--- config.mk ---
export PLATFORM = sky130hd
export DESIGN_NAME = mem_arbiter
export DESIGN_NICKNAME = d
export VERILOG_FILES = /design/src/rtl/mem_arbiter.sv
export SDC_FILE = /design/constraint.sdc
export NUM_CORES = 1
export LEC_CHECK = 0
export ABC_AREA = 1
export ABC_CLOCK_PERIOD_IN_PS = 7600
export CORE_ASPECT_RATIO = 0.6
export CORE_MARGIN = 2
export CORE_UTILIZATION = 40
export DETAILED_ROUTE_END_ITERATION = 8
export PLACE_DENSITY = 0.78
export SLEW_MARGIN = 40
export SYNTH_ARGS = -nofsm -noshare
export SYNTH_HDL_FRONTEND = slang
export SYNTH_SLANG_ARGS = --single-unit
--- constraint.sdc ---
create_clock -name clk -period 7.6 [get_ports clk]
set_input_delay 1.52 -clock clk [delete_from_list [all_inputs] [get_ports clk]]
set_output_delay 1.52 -clock clk [all_outputs]
set_load 0.02 [all_outputs]
--- src/rtl/mem_arbiter.sv ---
// Two-requester arbiter in front of a unified single-port memory.
// Instruction fetch and data ports share the memory; fixed read latency.
module mem_arbiter #(
    parameter int WIDTH   = 32,
    parameter int LATENCY = 2
) (
    input  logic             clk,
    input  logic             rst,
    input  logic             if_req,
    input  logic [WIDTH-1:0] if_addr,
    output logic [WIDTH-1:0] if_rdata,
    output logic             if_ready,
    input  logic             d_req,
    input  logic             d_we,
    input  logic             d_byte,
    input  logic [WIDTH-1:0] d_addr,
    input  logic [WIDTH-1:0] d_wdata,
    output logic [WIDTH-1:0] d_rdata,
    output logic             d_ready,
    output logic             mem_en,
    output logic             mem_we,
    output logic             mem_byte,
    output logic [WIDTH-1:0] mem_addr,
    output logic [WIDTH-1:0] mem_wdata,
    input  logic [WIDTH-1:0] mem_rdata,
    output logic             stall
);

    typedef enum logic [1:0] {IDLE, BUSY_I, BUSY_D} state_t;

    localparam logic [3:0] LAST = 4'(LATENCY - 1);

    state_t           r_state;
    logic [3:0]       r_cnt;
    logic             r_last_d;
    logic [WIDTH-1:0] r_if_rdata;
    logic [WIDTH-1:0] r_d_rdata;
    logic             r_if_ready;
    logic             r_d_ready;
    logic             r_mem_en;
    logic             r_mem_we;
    logic             r_mem_byte;
    logic [WIDTH-1:0] r_mem_addr;
    logic [WIDTH-1:0] r_mem_wdata;

    logic w_pick_d;

    // Data wins a tie unless the previous grant already went to data.
    assign w_pick_d = d_req & (~if_req | ~r_last_d);

    always_ff @(posedge clk or posedge rst) begin
        if (rst) begin
            r_state     <= IDLE;
            r_cnt       <= '0;
            r_last_d    <= 1'b0;
            r_if_rdata  <= '0;
            r_d_rdata   <= '0;
            r_if_ready  <= 1'b0;
            r_d_ready   <= 1'b0;
            r_mem_en    <= 1'b0;
            r_mem_we    <= 1'b0;
            r_mem_byte  <= 1'b0;
            r_mem_addr  <= '0;
            r_mem_wdata <= '0;
        end else begin
            r_if_ready <= 1'b0;
            r_d_ready  <= 1'b0;
            r_mem_en   <= 1'b0;
            case (r_state)
                IDLE: begin
                    if (w_pick_d) begin
                        r_state     <= BUSY_D;
                        r_last_d    <= 1'b1;
                        r_cnt       <= '0;
                        r_mem_en    <= 1'b1;
                        r_mem_we    <= d_we;
                        r_mem_byte  <= d_byte;
                        r_mem_addr  <= d_addr;
                        r_mem_wdata <= d_wdata;
                    end else if (if_req) begin
                        r_state     <= BUSY_I;
                        r_last_d    <= 1'b0;
                        r_cnt       <= '0;
                        r_mem_en    <= 1'b1;
                        r_mem_we    <= 1'b0;
                        r_mem_byte  <= 1'b0;
                        r_mem_addr  <= if_addr;
                        r_mem_wdata <= '0;
                    end
                end
                BUSY_I, BUSY_D: begin
                    r_cnt <= r_cnt + 4'd1;
                    // Counter holds edges already seen, so LAST marks the completion edge.
                    if (r_cnt == LAST) begin
                        r_state <= IDLE;
                        if (r_state == BUSY_I) begin
                            r_if_rdata <= mem_rdata;
                            r_if_ready <= 1'b1;
                        end else begin
                            r_d_ready <= 1'b1;
                            if (!r_mem_we)
                                r_d_rdata <= mem_rdata;
                        end
                    end
                end
                default: r_state <= IDLE;
            endcase
        end
    end

    assign if_rdata  = r_if_rdata;
    assign d_rdata   = r_d_rdata;
    assign if_ready  = r_if_ready;
    assign d_ready   = r_d_ready;
    assign mem_en    = r_mem_en;
    assign mem_we    = r_mem_we;
    assign mem_byte  = r_mem_byte;
    assign mem_addr  = r_mem_addr;
    assign mem_wdata = r_mem_wdata;
    assign stall     = (if_req & ~r_if_ready) | (d_req & ~r_d_ready);

endmodule

==> run_results.csv <==
group,metric,value,unit
timing,hold_viol_final,0,
floorplanning,core_area,14500,um^2
timing,grt_setup_unrepaired,"false",
setup_path,crit_type,"in -> out",
clocking,clkSlewWorstSetupHoldPaths,60,ps
timing,fin_skew,14.9,ps
drt,via_per_inst,4.58,
floorplanning,ios,268,
timing,finalSetupTns,0,ps
setup_path,cpPeakStageDelay,640,ps
setup_path,critPathCaptureType,"primary output",
clocking,cts_buffer_depth,2,
setup_path,worstSetupStartpointType,"primary input",
grt,grt_pass1_vias,5013,
setup_path,crit_path_top_delay_cell,"clkdlybuf4s50_1",
place,gp_congestion,0.777,
grt,grt_usage,20.7,%
floorplanning,rows,34,
yosys,netlist.top_cell.by_area,"dfrtp_1",
timing,fin_crit,4520,ps
floorplanning,die_h,98.6,um
drt,ant_nets,0,
yosys,synth_top_area_share,58.8,%
yosys,synth_common_cells,"209 x nand2_1, 140 x dfrtp_1, 107 x inv_1",
yosys,ys_seq_area_share,58.8,%
yosys,ys_warn_count,0,
clocking,htreeDepth,4,
yosys,netlist_instances,649,
yosys,synth_area_leaders,"dfrtp_1 59%, nand2_1 13%, inv_1 6.7%",
place,dp_hpwl,11300,um
setup_path,required,6080,ps
clocking,clockRootBuffer,"clkbuf_16",
yosys,ys_async_sr_fraction,100,%
timing,whs,479,ps
clocking,cts_tree,"yes",
timing,post-route-period-util,59.4,%
place,numPortBuffers,267,
yosys,synth_edf_count,0,
pwr,power_density,455,nW/um^2
yosys,syn_nets,787,
setup_path,worstPathMaxFanout,4,
clocking,cts.repair.resized,0,
timing,worstMarginPinSlew,781,ps
job,maxCapViolations,0,
cells_and_area,drive_gt1_share,7.21,%
min_path,min_path_type,"reg -> reg",
setup_path,path_common_cell,"clkdlybuf4s50_1",
place,placed_area,8680,um^2
yosys,syn_area,5960,um^2
yosys,synth.most_common_cell,"nand2_1",
cells_and_area,n_antenna_cell,0,
yosys,ys_types,24,
clocking,hold_buffers,0,
pwr,peakVddDrop,0.000209,V
grt,grt_max_degree,91,
clocking,clock_latency,410,ps
grt,antenna_found_initial,0,
floorplanning,die_area,15900,um^2
setup_path,arrival,3000,ps
setup_path,cp_top_family,"buffers and inverters",
clocking,cts_buffers,17,
floorplanning,die_w,162,um
floorplanning,initial_utilization,41.1,%
drt,post_drt_wl_per_cell,14.4,um
timing,fmax,221,MHz
pwr,leakage,4.55,nW
grt,grt_pass1_wl,26100,um
yosys,synth_seq_cells,140,
setup_path,crit_chain,"clkdlybuf4s50_1 -> inv_1 -> o22ai_1 -> clkdlybuf4s50_1",
clocking,postCtsSetupBuffers,0,
timing,setup-violations-final,0,
pwr,power,4.26,mW
drt,vias,5101,
drt,route.detailed.drc,0,
cells_and_area,fin_util,64.6,%
drt,wirelength,16000,um
clocking,clkSinkCount,140,
drt,dr.first_iter.drc_count,261,
timing,drv_slew,0,
cells_and_area,fillers,1178,
cells_and_area,final_area,9380,um^2
timing,maxSlewHeadroom,48.0,%
drt,drt-pass1-iter-count,4,
setup_path,crit_buf_inv,3,
yosys,synth_area_per_cell,9.18,um^2
grt,grt.overflow.total,0,
cells_and_area,area_delta_synth_final,57.3,%
status,status,"complete, no violations",
yosys,ys.flop_type,"dfrtp_1",
cells_and_area,nNetsFinal,1042,
## layer usage
metal  share of wire (%)  GRT usage, %
met1                  44          27.1
met2                  46          32.4
met3                 9.3          7.87
met4                 1.3          6.11
met5                   0             0
## stage by stage
| stage | setup slack, ps | cells |
|---|---|---|
| global placement | 3170 | 1083 |
| floorplan | 2330 | 649 |
| finish | 3080 | 1114 |
| detailed placement | 3080 | 1083 |
| CTS | 3080 | 1114 |
| global route | 3010 | 1114 |
## area by class of cell
| cell class | count | area (um^2) | share of cell area [%] |
|---|---|---|---|
| clock inverter | 13 | 263 | 2.80 |
| tap | 198 | 248 | 2.64 |
| timing repair buffer | 270 | 2700 | 28.7 |
| sequential | 140 | 3500 | 37.4 |
| inverter | 109 | 417 | 4.44 |
| clock buffer | 18 | 429 | 4.58 |
| multi-input combinational | 366 | 1820 | 19.4 |
## path summary, 6_finish.rpt
kind | start | end | slack, ps | cells after the start
hold / removal | mem_addr[17] | mem_addr[17] | 480 | 2
max in group asynchronous | rst | mem_wdata[6] | 4870 | 3
setup reg to reg | r_state[0] | mem_addr[6] | 5220 | 7
min in group asynchronous | rst | mem_addr[8] | 1590 | 2
hold reg to reg | mem_addr[17] | mem_addr[17] | 480 | 2
setup / recovery | d_req | stall | 3080 | 4
## worst min-delay path, stage by stage, from the launching register on
cell and delay [ps]:
dfrtp_1 340, nand2_1 60, nand2_1 50
## registers in the layout (all words and copies together), names as in the netlist
| signal | count |
|---|---|
| r_state | 2 |
| if_rdata | 32 |
| r_cnt | 4 |
| if_ready | 1 |
| mem_wdata | 32 |
| d_ready | 1 |
| mem_we | 1 |
| mem_addr | 32 |
| mem_byte | 1 |
| d_rdata | 32 |
| r_last_d | 1 |
| mem_en | 1 |
## power by group
group / leakage, nW / switching (mW) / internal, mW
Sequential: 1.72 / 0.212 / 1.12
Clock: 0.335 / 0.323 / 0.652
Combinational: 2.49 / 1.08 / 0.883
## cells by family (layout without fill, tap and decap cells)
group	after synthesis	after routing	synth area share [%]
and+or+nand+nor	225	225	14.9
buffers and inverters	143	410	10.9
AOI/OAI and AO/OA	136	136	14.4
DFF	140	140	58.8
adders and majority gates	4	4	0.840
xor gates and xnor gates	1	1	0.147
## layout by cell type (no fill, tap or decap), types with 17 or more instances in the layout
cell type        count
clkbuf_16           17
clkdlybuf4s50_1    267
dfrtp_1            140
inv_1              106
nand2_1            208
o211ai_1            32
o21ai_0             51
o21ai_1             27
o21ai_2             23
Power figures use the tool's default switching activity.
==> RTL edit: new RTL, same flow settings <==
`WIDTH`: 32 -> 40.
--- a/src/rtl/mem_arbiter.sv
+++ b/src/rtl/mem_arbiter.sv
@@ -3,3 +3,3 @@
 module mem_arbiter #(
-    parameter int WIDTH   = 32,
+    parameter int WIDTH   = 40,
     parameter int LATENCY = 2
Interface: changed (8 resized); port bits go from 268 to 332. The function was not compared with the original's and may differ.
==> RTL edit against the original RTL <==
  * Wire length increased by 26%
  * Power increased by 15%
  * Hold slack improved by 1.1 ps
  * Global-route usage increased by 0.37 points
  * Largest power group unchanged
  * Utilization increased by 0.076 points
  * Non-clock buffer count increased by 67
  * Setup slack got worse by 77 ps
  * Sequential share of layout area increased by 1.2 points
  * Via count increased by 21%
  * Final area increased by 19%
  * Area after synthesis increased by 19%
  * Highest routed layer unchanged
  * Sequential cell count increased by 32
  * Synthesized cell count increased by 22%
==> RTL edit: results (changes against the original RTL) <==
{
  "nets": {"value": 1277, "change": "+23%"},
  "peakVddDrop": {"value": 0.216, "unit": "mV", "change": "+3.7%"},
  "route.layer.met1.wl": {"value": 8370, "unit": "um", "change": "+19%"},
  "startpoint_of_the_worst_register_to_register_path": {"value": "r_state[1]"},
  "crit_path_max_incr_delay": {"value": 700, "unit": "ps", "change": "+60 ps"},
  "timing.rr.end": {"value": "mem_addr[36]"},
  "grtUsageMet1": {"value": 25.3, "unit": "%", "change": "-1.8 points"},
  "met2_wirelength": {"value": 9660, "unit": "um", "change": "+32%"},
  "grt_start_max_net_pins": {"value": 107, "change": "+18%"},
  "netlist_top_cells_count": {"value": "257 x sky130_fd_sc_hd__nand2_1, 172 x sky130_fd_sc_hd__dfrtp_1, 131 x sky130_fd_sc_hd__inv_1, 80 x sky130_fd_sc_hd__o21ai_1, 45 x sky130_fd_sc_hd__o21ai_0"},
  "yosys.area_share.xor_xnor": {"value": 0.123, "unit": "%", "change": "-0.024 points"},
  "globalRouteTotalUtil": {"value": 21.1, "unit": "%", "change": "+0.37 points"},
  "hold_path_startpoint": {"value": "r_last_d"},
  "r2r_setup_slack": {"value": 5680, "unit": "ps", "change": "+460 ps"},
  "slew_headroom": {"value": 47.0, "unit": "%", "change": "-0.95 points"},
  "worst_ep_arrival_time": {"value": 3070, "unit": "ps", "change": "+70 ps"},
  "fill_cells": {"value": 1437, "change": "+22%"},
  "post_drt_wl_per_cell": {"value": 14.9, "unit": "um", "change": "+3.6%"},
  "worstHoldEndpoint": {"value": "r_last_d"},
  "met2_usage": {"value": 36.2, "unit": "%", "change": "+3.8 points"},
  "leakage_power_total": {"value": 0.00544, "unit": "uW", "change": "+20%"},
  "grt_pass1_wl": {"value": 31500, "unit": "um", "change": "+21%"},
  "detail_route.iter0.violations": {"value": 448, "change": "+72%"},
  "gp_routability_congestion": {"value": 0.782, "change": "+0.71%"},
  "final.period_utilization": {"value": 60.5, "unit": "%", "change": "+1.0 points"},
  "synth_compound_gate_area_share": {"value": 13.3, "unit": "%", "change": "-1.1 points"},
  "finClkSkew": {"value": 23.9, "unit": "ps", "change": "+9.01 ps"},
  "post_synth_fa_ha_maj_area_fraction": {"value": 0.703, "unit": "%", "change": "-0.14 points"},
  "run_status": {"value": "finished, final reports clean"}
}
## RTL edit: per-stage QoR
| stage | total power (uW) | utilization, % | instances | instance area [um2] |
|---|---|---|---|---|
| final | 4890 | 64.7 | 1354 | 11200 |
| after global routing | 5190 | 64.7 | 1354 | 11200 |
| after CTS | 4930 | 64.6 | 1353 | 11100 |
| after detailed placement | 4050 | 61.1 | 1321 | 10600 |
| after global placement | 4000 | 61.0 | 1320 | 10500 |
| after floorplan | 2840 | - | 793 | 7120 |
## RTL edit: area by class of cell
type / count / area (um2) / share of cell area [%]
Multi-Input combinational cell: 446 / 2100 / 18.8
Timing Repair Buffer: 337 / 3390 / 30.3
Clock buffer: 17 / 425 / 3.81
Clock inverter: 15 / 163 / 1.46
Inverter: 133 / 507 / 4.53
Tap cell: 234 / 293 / 2.62
Sequential cell: 172 / 4300 / 38.5
## RTL edit: power by group
group	switching (uW)	internal, uW	leakage (uW)
Clock	420	444	0.000291
Combinational	1320	1080	0.00304
Sequential	252	1370	0.00211
Total	1990	2900	0.00544
